File: src/rtl/pdm_rx_frontend.sv
// pdm_rx_frontend
//   Generates the PDM microphone clock, samples NUM_PINS data pins on both
//   phases (two channels per pin in dual-edge mode), and serialises each
//   frame of captured bits to a decimator over a valid/ready handshake.
//
// Ports
//   clk_i, rstn_i     system clock, synchronous active-low reset
//   cfg_en_i          run enable (0->1 restarts the block)
//   cfg_update_i      pulse: latch cfg_* into shadow registers and restart
//   cfg_clk_div_i     PDM clock half-period minus 1
//   cfg_ch_mask_i     per-channel enable
//   cfg_dual_edge_i   1 = two channels per pin, 0 = even channels only
//   pdm_data_i        PDM data pins
//   pdm_clk_o         PDM clock to the microphones
//   bit_data_o/bit_ch_o/bit_valid_o/bit_ready_i   serial bit stream
//   overrun_o         sticky: a frame arrived before the previous one drained
//   clr_overrun_i     pulse: clear overrun_o
module pdm_rx_frontend #(
   parameter  int NUM_PINS = 2,
   parameter  int DIV_W    = 8,
   localparam int CH       = 2 * NUM_PINS,
   localparam int CH_W     = (CH > 1) ? $clog2(CH) : 1
) (
   input  logic                clk_i,
   input  logic                rstn_i,
   input  logic                cfg_en_i,
   input  logic                cfg_update_i,
   input  logic [DIV_W-1:0]    cfg_clk_div_i,
   input  logic [CH-1:0]       cfg_ch_mask_i,
   input  logic                cfg_dual_edge_i,
   input  logic [NUM_PINS-1:0] pdm_data_i,
   output logic                pdm_clk_o,
   output logic                bit_data_o,
   output logic [CH_W-1:0]     bit_ch_o,
   output logic                bit_valid_o,
   input  logic                bit_ready_i,
   output logic                overrun_o,
   input  logic                clr_overrun_i
);

   // shadow configuration
   logic [DIV_W-1:0] div_q;
   logic [CH-1:0]    mask_q;
   logic             dual_q;
   // run_q: set once a non-empty mask has been configured since reset
   logic             run_q;
   logic             en_q;

   logic [DIV_W-1:0] cnt_q;
   logic             pdm_clk_q;
   // armed_q: a high-phase end has been seen since the last restart
   logic             armed_q;
   logic [CH-1:0]    slots_q;
   logic [CH-1:0]    buffer_q;
   logic [CH-1:0]    pending_q;
   logic             overrun_q;

   logic             restart;
   logic             running;
   logic             tick;
   logic             high_end;
   logic             low_end;
   logic             frame_end;
   logic             hs;
   logic [CH-1:0]    slots_nxt;
   logic [CH-1:0]    pend_after;
   logic [CH-1:0]    frame_mask;
   logic [CH_W-1:0]  ch_sel;

   always_comb begin
      restart   = cfg_update_i | (cfg_en_i & ~en_q);
      running   = cfg_en_i & en_q & run_q;
      tick      = running & (cnt_q == div_q);
      high_end  = tick & pdm_clk_q;
      low_end   = tick & ~pdm_clk_q;
      frame_end = low_end & armed_q;

      // odd slots captured at the frame end go straight into the buffer
      slots_nxt = slots_q;
      for (int unsigned p = 0; p < NUM_PINS; p++) begin
         if (high_end)           slots_nxt[2*p]   = pdm_data_i[p];
         if (low_end && dual_q)  slots_nxt[2*p+1] = pdm_data_i[p];
      end

      // descending scan so the last hit is the lowest pending index
      ch_sel = '0;
      for (int unsigned i = CH; i > 0; i--) begin
         if (pending_q[i-1]) ch_sel = CH_W'(i - 1);
      end

      hs         = (|pending_q) & bit_ready_i;
      pend_after = pending_q;
      if (hs) pend_after[ch_sel] = 1'b0;

      for (int unsigned i = 0; i < CH; i++) begin
         frame_mask[i] = mask_q[i] & (dual_q | (i % 2 == 0));
      end
   end

   always_ff @(posedge clk_i) begin
      if (!rstn_i) begin
         div_q     <= '0;
         mask_q    <= '0;
         dual_q    <= 1'b0;
         run_q     <= 1'b0;
         en_q      <= 1'b0;
         cnt_q     <= '0;
         pdm_clk_q <= 1'b0;
         armed_q   <= 1'b0;
         slots_q   <= '0;
         buffer_q  <= '0;
         pending_q <= '0;
         overrun_q <= 1'b0;
      end else begin
         en_q <= cfg_en_i;
         if (cfg_update_i) begin
            div_q  <= cfg_clk_div_i;
            mask_q <= cfg_ch_mask_i;
            dual_q <= cfg_dual_edge_i;
            run_q  <= run_q | (|cfg_ch_mask_i);
         end
         if (restart) begin
            cnt_q     <= '0;
            pdm_clk_q <= 1'b0;
            armed_q   <= 1'b0;
            pending_q <= '0;
            overrun_q <= 1'b0;
         end else begin
            if (!running) begin
               cnt_q     <= '0;
               pdm_clk_q <= 1'b0;
            end else if (tick) begin
               cnt_q     <= '0;
               pdm_clk_q <= ~pdm_clk_q;
            end else begin
               cnt_q <= cnt_q + DIV_W'(1);
            end
            slots_q <= slots_nxt;
            if (high_end) armed_q <= 1'b1;
            if (frame_end) begin
               buffer_q  <= slots_nxt;
               pending_q <= frame_mask;
            end else begin
               pending_q <= pend_after;
            end
            // set wins over a simultaneous clear
            if (frame_end && (|pend_after)) overrun_q <= 1'b1;
            else if (clr_overrun_i)         overrun_q <= 1'b0;
         end
      end
   end

   assign pdm_clk_o   = pdm_clk_q;
   assign bit_valid_o = |pending_q;
   assign bit_ch_o    = ch_sel;
   assign bit_data_o  = buffer_q[ch_sel];
   assign overrun_o   = overrun_q;

endmodule
File: config.mk
export PLATFORM = sky130hd
export DESIGN_NAME = pdm_rx_frontend
export DESIGN_NICKNAME = d
export VERILOG_FILES = /design/src/rtl/pdm_rx_frontend.sv
export SDC_FILE = /design/constraint.sdc
export NUM_CORES = 1
export LEC_CHECK = 0
export CAP_MARGIN = 5
export CORE_ASPECT_RATIO = 0.5
export CORE_MARGIN = 2
export CORE_UTILIZATION = 25
export CTS_CLUSTER_SIZE = 25
export DETAILED_ROUTE_END_ITERATION = 6
export GPL_TIMING_DRIVEN = 0
export HOLD_SLACK_MARGIN = 0.05
export SYNTH_ARGS = -nofsm -noshare
export SYNTH_HDL_FRONTEND = slang
export SYNTH_SLANG_ARGS = --single-unit
File: constraint.sdc
create_clock -name clk_i -period 3.6 [get_ports clk_i]
set_clock_uncertainty 0.15 [all_clocks]
set_input_delay 0.54 -clock clk_i [delete_from_list [all_inputs] [get_ports clk_i]]
set_output_delay 0.54 -clock clk_i [all_outputs]
set_load 0.02 [all_outputs]
==> summary.txt, run 1 <==
Status
  – Status: completed

STA
  – Final worst path period need: 2800 ps
  – Max-slew violation count: 0
  – Worst Setup Slack, final: 803 ps
  – Final Setup Violations: 0
  – Fin Setup TNS: 0 ps
  – RSZ-0062 raised after global routing: false
  – Tcrit/Tclk final: 77.7%
  – FMAX: 358 MHz
  – Slew of the pin with the lowest slew margin: 564 ps
  – Fin. Hold Viols: 0
  – Rel. slew slack: 62.2%

Finish
  – Post-route cell area: 2310 sq um
  – Final net count: 244
  – Fill cells: 677
  – Share of layout cells above drive strength 1: 9.95%
  – Area of the multi-input gates: 1010 sq um
  – Antenna diode count: 0
  – Area delta synth->final: 27.2%
  – Seq. cell area: 761 sq um

Clocking
  – Post-CTS setup buffer count: 0
  – Number of hold buffers added after CTS: 0
  – CTS tree: done
  – Clock Sink Count: 38
  – Clock root buffer: clkbuf_16
  – Clock-pin transition on the worst setup and hold timing paths: 50 ps
  – Clk Latency, worst-skew pair: 270 ps
  – Worst-case clock buffer depth: 2
  – CTS Buf Count: 5
  – Cts repair resizes: 0
  – H-tree levels: 2

Yosys
  – Syn Area/Cell: 9.51 sq um
  – Mapped Nets: 213
  – Library cells used by synthesis: 43
  – Post-synth top flop: dfxtp_1
  – Register area share after synthesis: 41.9%
  – Number of flops mapped to enable cells by yosys: 0
  – Synthesized instance count: 191
  – Yosys reg bits: 38
  – Yosys warns: 0
  – Synthesized area: 1820 sq um
  – Fraction of registers with async set/reset: 0%

Floorplanning
  – Die Footprint: 8010 sq um
  – IO Pins: 27
  – Die height: 64.3 um
  – Row count: 21
  – Starting density of the core: 26.5%
  – Overall die width: 125 um
  – Core area: 6860 sq um

Place
  – Port bufs: 24
  – Setup WS pre-CTS: 1050 ps
  – Placed cell area: 2170 sq um
  – GPL Wtd Cong: 0.761
  – HPWL after detailed placement: 2880 um

Route
  – Initial DRC Count: 56
  – Remaining DRCs: 0
  – WL/cell: 12.0 um
  – Vias/cell: 4.61
  – Total Wirelength: 3750 um
  – DRT Pass-1 Iters: 4
  – Antenna Violating Nets Remaining: 0
  – Via count: 1442

Power
  – PwrDens: 407 nW/um^2
  – Peak supply drop: 0.000162 V
  – P_leak: 0.810 nW
  – Power, Total: 0.000940 W

Setup path
  – Reg-to-reg slack, setup: 1760 ps
  – CP Capture Type: primary output
  – CP max stage cell: clkdlybuf4s50_1
  – Worst Setup Path Type: flip-flop to primary output
  – Crit Path Max Fanout: 10
  – Worst Reg2Reg Path Length in Cells: 4
  – CP top delay family: buffers and inverters
  – WP data arrival: 2110 ps
  – Max incr delay on CP: 660 ps
  – Critical Path Start: pending_q[0]
  – Reg-to-Reg Start: cnt_q[0]
  – Worst reg2reg path endpoint: pending_q[1]
  – Startpoint types: flip-flop
  – Buf/Inv on CP: 2
  – Critical path cell sequence: clkbuf_1 > nor2_1 > nand2_1 > o31ai_1 > a221oi_1 > clkdlybuf4s50_1
  – Data required time of the critical path: 2910 ps

GRT
  – First-pass GRT wire length: 6470 um
  – Overflow after GRT: 0
  – Number of global-route vias before repair: 1434
  – Initial antenna violation count: 0
  – GRT Util Overall: 9.96%
  – Pin count of the biggest net entering global routing: 11

Hold path
  – Hold endpoint: slots_q[1]
  – Worst hold start: slots_q[1]
  – Hold Path Depth: 2
  – Hold WC Path Type: flip-flop to flip-flop

Run
  – Total of max-cap violations: 0
flip-flops by register name, summed over array words and instances, names as in the netlist:
name,count
slots_q,4
pdm_clk_o,1
pending_q,4
div_q,8
run_q,1
armed_q,1
en_q,1
overrun_o,1
cnt_q,8
buffer_q,4
dual_q,1
mask_q,4
synthesized netlist by cell type, types with 2 or more instances:
| cell | count | share of area (%) |
|---|---|---|
| a31oi_1 | 2 | 0.69 |
| mux2i_1 | 20 | 11 |
| nand2_1 | 14 | 2.9 |
| a21oi_1 | 5 | 1.4 |
| nor3_1 | 6 | 1.7 |
| nor4_2 | 2 | 1.4 |
| nand3_1 | 9 | 2.5 |
| clkbuf_1 | 2 | 0.41 |
| a211oi_1 | 3 | 1.2 |
| nand4_1 | 2 | 0.69 |
| o31ai_1 | 3 | 1.2 |
| buf_2 | 3 | 0.83 |
| xnor2_2 | 4 | 3.6 |
| nor2_1 | 28 | 5.8 |
| xor2_1 | 5 | 2.4 |
| xnor2_1 | 5 | 2.4 |
| mux2_2 | 2 | 1.2 |
| nand2b_1 | 4 | 1.4 |
| and3_1 | 3 | 1.0 |
| dfxtp_1 | 38 | 42 |
| o21ai_0 | 2 | 0.55 |
| or3_1 | 2 | 0.69 |
| and4_1 | 2 | 0.96 |
| inv_1 | 5 | 1.0 |
| nand4_4 | 2 | 2.3 |
worst register-to-register path: stages (launching register included):
cell and delay (ps):
dfxtp_1 460, xnor2_2 170, nand4_4 230, nor4_4 520, mux2i_1 230
layer usage:
layer  wire (um)  up-vias  global-route usage [%]
li1            -      738                       -
met1        1740      686                    11.4
met2        1840       14                    17.6
met3         111        4                    2.60
met4          50        0                    4.63
met5           0        -                       0
cells in the final DEF (no fill, tap or decap), drive strengths merged, types with 4 or more instances in the layout:
cell            n
dfxtp          38
nor2           28
clkdlybuf4s50  24
mux2i          20
nand2          14
nand3           9
xnor2           9
clkbuf          8
nor3            6
inv             6
xor2            5
a21oi           5
nand2b          4
buf             4
nand4           4
stage by stage:
stage | hold WS (ps) | utilization, % | std cells
after floorplan | 282 | - | 191
after global placement | 292 | 31.7 | 307
after detailed placement | 304 | 31.7 | 307
after CTS | 312 | 33.7 | 313
after global routing | 341 | 33.7 | 313
final | 308 | 33.7 | 313
cell type report:
| cell class | count | area share (%) |
|---|---|---|
| Multi-Input combinational cell | 141 | 43.6 |
| Sequential cell | 38 | 32.9 |
| Timing Repair Buffer | 24 | 10.4 |
| Clock buffer | 6 | 6.01 |
| Tap cell | 92 | 4.98 |
| Buffer | 6 | 1.14 |
| Inverter | 6 | 0.975 |
worst max path at each step:
stage	to	slack, ps	depth (start not counted)
2_1_floorplan	bit_data_o	1520	5
3_3_place_gp	bit_data_o	1100	6
3_5_place_dp	bit_data_o	1050	6
4_1_cts	bit_data_o	760	6
5_1_grt	bit_data_o	600	6
6_report	bit_data_o	800	6
logic make-up (layout without fill, tap and decap cells):
logic type,count (synthesis),after routing,share of synthesized area (%)
mux,22,22,12.3
compound gates,22,22,8.61
xor+xnor,14,14,8.40
flops,38,38,41.9
fa+ha+maj,2,2,1.24
simple gates,81,81,24.9
buf+inv,12,42,2.69
report_power, final:
group,leakage [nW],internal (W),total (W),switching [W]
clock,0.0688,0.000267,0.000413,0.000146
sequential,0.309,0.000431,0.000440,0.00000859
combinational,0.432,0.0000426,0.0000876,0.0000450
No activity file was read; power rests on OpenSTA's default activity.
==> inputs of run 2 (changes only) <==
clock period = 2.81 ns   (was 3.6 ns; I/O delays follow)
==> summary.txt, run 2 (synthesized netlist as in run 1, its figures left out) <==
Status
  – Status: completed

Setup path
  – Reg-to-Reg Start: cnt_q[0]
  – CP max stage cell: dfxtp_1
  – Critical Path Start: pending_q[2]
  – Data required time of the critical path: 2240 ps
  – Startpoint types: flip-flop
  – Critical path cell sequence: nor2_1 > nor4b_1 > o31ai_1 > a221oi_1 > dlymetal6s2s_1
  – Crit Path Max Fanout: 6
  – CP Capture Type: primary output
  – WP data arrival: 1680 ps
  – Worst Setup Path Type: flip-flop to primary output
  – Max incr delay on CP: 400 ps

STA
  – FMAX: 444 MHz
  – RSZ-0062 raised after global routing: false
  – Rel. slew slack: 62.9%
  – Tcrit/Tclk final: 80.2%
  – Worst Setup Slack, final: 557 ps
  – Fin Setup TNS: 0 ps
  – Final Setup Violations: 0
  – Slew of the pin with the lowest slew margin: 553 ps
  – Max-slew violation count: 0
  – Fin. Hold Viols: 0
  – Fin Hold WS: 308 ps
  – Final worst path period need: 2250 ps

GRT
  – Overflow after GRT: 0
  – First-pass GRT wire length: 6470 um
  – Initial antenna violation count: 0
  – Pin count of the biggest net entering global routing: 11
  – GRT Util Overall: 9.96%
  – Number of global-route vias before repair: 1434

Floorplanning
  – Core area: 6860 sq um
  – Overall die width: 125 um
  – IO Pins: 27
  – Die height: 64.3 um
  – Die Footprint: 8010 sq um
  – Starting density of the core: 26.5%
  – Row count: 21

Finish
  – Final net count: 244
  – Antenna diode count: 0
  – Post-route cell area: 2310 sq um
  – Share of layout cells above drive strength 1: 10.4%
  – Post-Layout Cell Count: 313
  – Most common cell after layout, fill and taps aside: dfxtp_1
  – Area delta synth->final: 27.4%
  – Fill cells: 677
  – Largest regs: cnt_q x8, div_q x8
  – Most frequent cells in the layout: 38 x dfxtp_1, 28 x nor2_1, 23 x clkdlybuf4s50_1

Clocking
  – Clock-pin transition on the worst setup and hold timing paths: 50 ps
  – Cts repair resizes: 0
  – CTS Buf Count: 5
  – Post-CTS setup buffer count: 0
  – Clk Latency, worst-skew pair: 270 ps
  – Worst-case clock buffer depth: 2
  – Number of hold buffers added after CTS: 0
  – H-tree levels: 2
  – CTS tree: done
  – Clock Sink Count: 38
  – Clock root buffer: clkbuf_16

Power
  – Peak supply drop: 0.000208 V
  – P_leak: 0.832 nW
  – PwrDens: 521 nW/um^2

Place
  – Port bufs: 24
  – Placed cell area: 2170 sq um
  – Setup WS pre-CTS: 380 ps
  – HPWL after detailed placement: 2880 um
  – Dpl cells: 307
  – GPL Wtd Cong: 0.761

Route
  – DRT Pass-1 Iters: 4
  – Initial DRC Count: 56
  – Vias/cell: 4.62
  – Antenna Violating Nets Remaining: 0
  – Remaining DRCs: 0
  – Via count: 1445
  – WL/cell: 11.9 um
  – Total Wirelength: 3740 um

Run
  – Total of max-cap violations: 0

Hold path
  – Worst hold start: slots_q[1]
  – Hold WC Path Type: flip-flop to flip-flop
run 2: cell types whose count changed in the layout (fill, tap and decap cells not counted):
| cell | previous run | this run |
|---|---|---|
| clkdlybuf4s50_1 | 24 | 23 |
| clkbuf_1 | 2 | 1 |
| clkbuf_2 | 0 | 1 |
| dlymetal6s2s_1 | 0 | 1 |
run 2: routing by layer:
layer / up-vias / global-route usage (%) / share of wire [%]
met5: - / 0 / 0
met4: 0 / 4.63 / 1.3
met3: 4 / 2.60 / 2.8
met2: 15 / 17.6 / 49
met1: 688 / 11.4 / 47
li1: 738 / - / -
run 2: critical path, delay by kind of cell, from the launching register on:
| kind | cells | cell delay (ps) |
|---|---|---|
| flip-flops | 1 | 400 |
| AND/OR/NAND/NOR | 2 | 380 |
| AO/OA/AOI/OAI | 2 | 360 |
| buffers and inverters | 1 | 270 |
run 2: final timing paths:
check / end / slack [ps] / cells past startpoint
max: bit_data_o / 560 / 5
min reg2reg: slots_q[1] / 310 / 2
max reg2reg: pending_q[1] / 960 / 4
min: slots_q[1] / 310 / 2
run 2: power breakdown:
group          internal [W]  switching [W]  leakage (nW)  total [W]
combinational     0.0000545      0.0000577         0.454   0.000112
clock              0.000342       0.000187        0.0688   0.000529
sequential         0.000553      0.0000109         0.309   0.000563
total              0.000949       0.000256         0.832    0.00120
run 2: cell type report:
cell class | instances | area [sq um] | area share [%]
timing repair buffer | 24 | 243 | 10.5
clock buffer | 6 | 139 | 6.00
tap | 92 | 115 | 4.97
multi-input combinational | 141 | 1010 | 43.5
inverter | 6 | 22.5 | 0.973
buffer | 6 | 27.5 | 1.19
sequential | 38 | 761 | 32.9
run 2: stage by stage:
stage,power (W),utilization (%)
detailed placement,0.000687,31.7
global route,0.00125,33.8
finish,0.00120,33.8
global placement,0.000683,31.7
CTS,0.00122,33.7
floorplan,0.000642,-
==> inputs of run 3 (changes only) <==
clock period = 1.85 ns   (was 2.81 ns; I/O delays follow)
==> summary.txt, run 3 (synthesized netlist as in run 1, its figures left out) <==
Finish
  – Final net count: 246
  – Most frequent cells in the layout: 31 x dfxtp_1, 27 x nor2_1, 20 x mux2i_1, 20 x clkdlybuf4s50_1, 14 x nand2_1
  – Post-route cell area: 2410 sq um
  – Share of layout cells above drive strength 1: 18.4%
  – Most common cell after layout, fill and taps aside: dfxtp_1
  – Area delta synth->final: 32.8%
  – Post-Layout Cell Count: 315
  – Antenna diode count: 0
  – Final core utilization: 35.2%
  – Largest regs: cnt_q x8, div_q x8
  – Area of the multi-input gates: 1080 sq um
  – Seq. cell area: 774 sq um
  – Fill cells: 666

Clocking
  – Clock-pin transition on the worst setup and hold timing paths: 50 ps
  – Clock Sink Count: 38
  – Number of hold buffers added after CTS: 0
  – Clk Latency, worst-skew pair: 270 ps
  – H-tree levels: 2
  – CTS tree: done
  – CTS Buf Count: 5
  – Clock root buffer: clkbuf_16
  – Worst-case clock buffer depth: 2

Power
  – Peak supply drop: 0.000316 V
  – Power, Total: 0.00185 W
  – P_leak: 0.865 nW
  – PwrDens: 766 nW/um^2

Floorplanning
  – IO Pins: 27
  – Core area: 6860 sq um
  – Row count: 21
  – Overall die width: 125 um
  – Die Footprint: 8010 sq um
  – Starting density of the core: 26.5%
  – Die height: 64.3 um

Place
  – Port bufs: 24
  – Placed cell area: 2170 sq um
  – HPWL after detailed placement: 2880 um
  – Dpl cells: 307
  – GPL Wtd Cong: 0.761

STA
  – Worst Setup Slack, final: -61.9 ps
  – Tcrit/Tclk final: 103%
  – Rel. slew slack: 61.8%
  – FMAX: 523 MHz
  – Final Setup Violations: 1
  – Fin. Hold Viols: 0
  – Max-slew violation count: 0
  – Slew of the pin with the lowest slew margin: 572 ps
  – RSZ-0062 raised after global routing: true
  – Final worst path period need: 1910 ps

Status
  – Violated checks: setup timing
  – Status: finished, violations left

Route
  – Total Wirelength: 3850 um
  – WL/cell: 12.2 um
  – Via count: 1447
  – Remaining DRCs: 0
  – Antenna Violating Nets Remaining: 0
  – DRT Pass-1 Iters: 4
  – Vias/cell: 4.59
  – Initial DRC Count: 39

Setup path
  – Critical path cell sequence: nor2_4 > nor4b_2 > o31ai_1 > a221oi_1 > buf_4
  – CP Capture Type: primary output
  – Data required time of the critical path: 1420 ps
  – Crit Path Max Fanout: 6
  – Reg-to-Reg Start: cnt_q[3]
  – Max incr delay on CP: 380 ps
  – Worst Reg2Reg Path Length in Cells: 5
  – Reg-to-reg slack, setup: 90 ps
  – CP top delay family: flip-flops
  – WP data arrival: 1480 ps
  – Buf/Inv on CP: 1
  – Startpoint types: flip-flop
  – Worst Setup Path Type: flip-flop to primary output
  – CP max stage cell: dfxtp_4
  – Worst reg2reg path endpoint: pending_q[1]

GRT
  – Overflow after GRT: 0
  – Pin count of the biggest net entering global routing: 11
  – GRT Util Overall: 10.0%
  – First-pass GRT wire length: 6500 um
  – Number of global-route vias before repair: 1445
  – Initial antenna violation count: 0

Hold path
  – Hold Path Depth: 3
  – Worst hold start: rstn_i
  – Hold endpoint: slots_q[0]
  – Hold WC Path Type: input port to flip-flop

Run
  – Total of max-cap violations: 0
## run 3: changes by cell type in the layout (fill, tap and decap cells not counted), moves of 2 or more
cell	previous run	this run
dfxtp_1	38	31
clkdlybuf4s50_1	23	20
dlygate4sd2_1	0	3
xnor2_1	5	1
nor4_2	2	0
dfxtp_4	0	2
dfxtp_2	0	5
nor4_4	1	3
buf_4	0	3
xnor2_2	4	8
## run 3: power breakdown
group / internal [W] / leakage [nW] / switching, W
clock network: 0.000520 / 0.0688 / 0.000290
logic: 0.0000898 / 0.483 / 0.0000944
registers: 0.000836 / 0.313 / 0.0000181
## run 3: cell type report
type | count | share of cell area (%)
buffer | 6 | 1.50
clock buffer | 6 | 5.76
inverter | 6 | 0.934
multi-input combinational | 141 | 44.6
sequential | 38 | 32.1
tap | 92 | 4.77
timing repair buffer | 26 | 10.3
## run 3: through the flow
stage	hold WS, ps	worst slack, ps	TNS [ps]
after detailed placement	304	-436	-3230
after CTS	170	-102	-102
after global placement	292	-391	-2770
final	173	-61.9	-61.9
after global routing	193	-199	-286
after floorplan	249	32.9	0
## run 3: how the worst max path moves through the flow
| stage | start | to | slack [ps] | cells after the start |
|---|---|---|---|---|
| final | pending_q[2] | bit_data_o | -60 | 5 |
| after floorplan | pending_q[0] | bit_data_o | 30 | 5 |
| after global routing | pending_q[2] | bit_data_o | -200 | 5 |
| after global placement | pending_q[0] | bit_data_o | -390 | 6 |
| after CTS | pending_q[1] | bit_data_o | -100 | 4 |
| after detailed placement | pending_q[0] | bit_data_o | -440 | 6 |
## run 3: what timing repair did
item | 4_1_cts | 5_1_grt
resized for setup | 16 | 16
buffers inserted | 0 | 2
setup endpoints to repair | 4 | 12
pin swaps | 0 | 2
endpoints found under the hold margin | 0 | 0
## run 3: worst reg2reg max path, cell delays in order, from the launching register on
cell and delay, ps:
dfxtp_1 430, xnor2_2 170, nand4_4 220, nor4_4 320
buf_4 200, mux2i_1 190
## run 3: layer usage
layer	up-vias	track usage (%)	wire, um
met2	19	17.8	1890
li1	743	-	-
met5	-	0	0
met3	4	2.51	92
met4	0	4.63	57
met1	681	11.5	1810
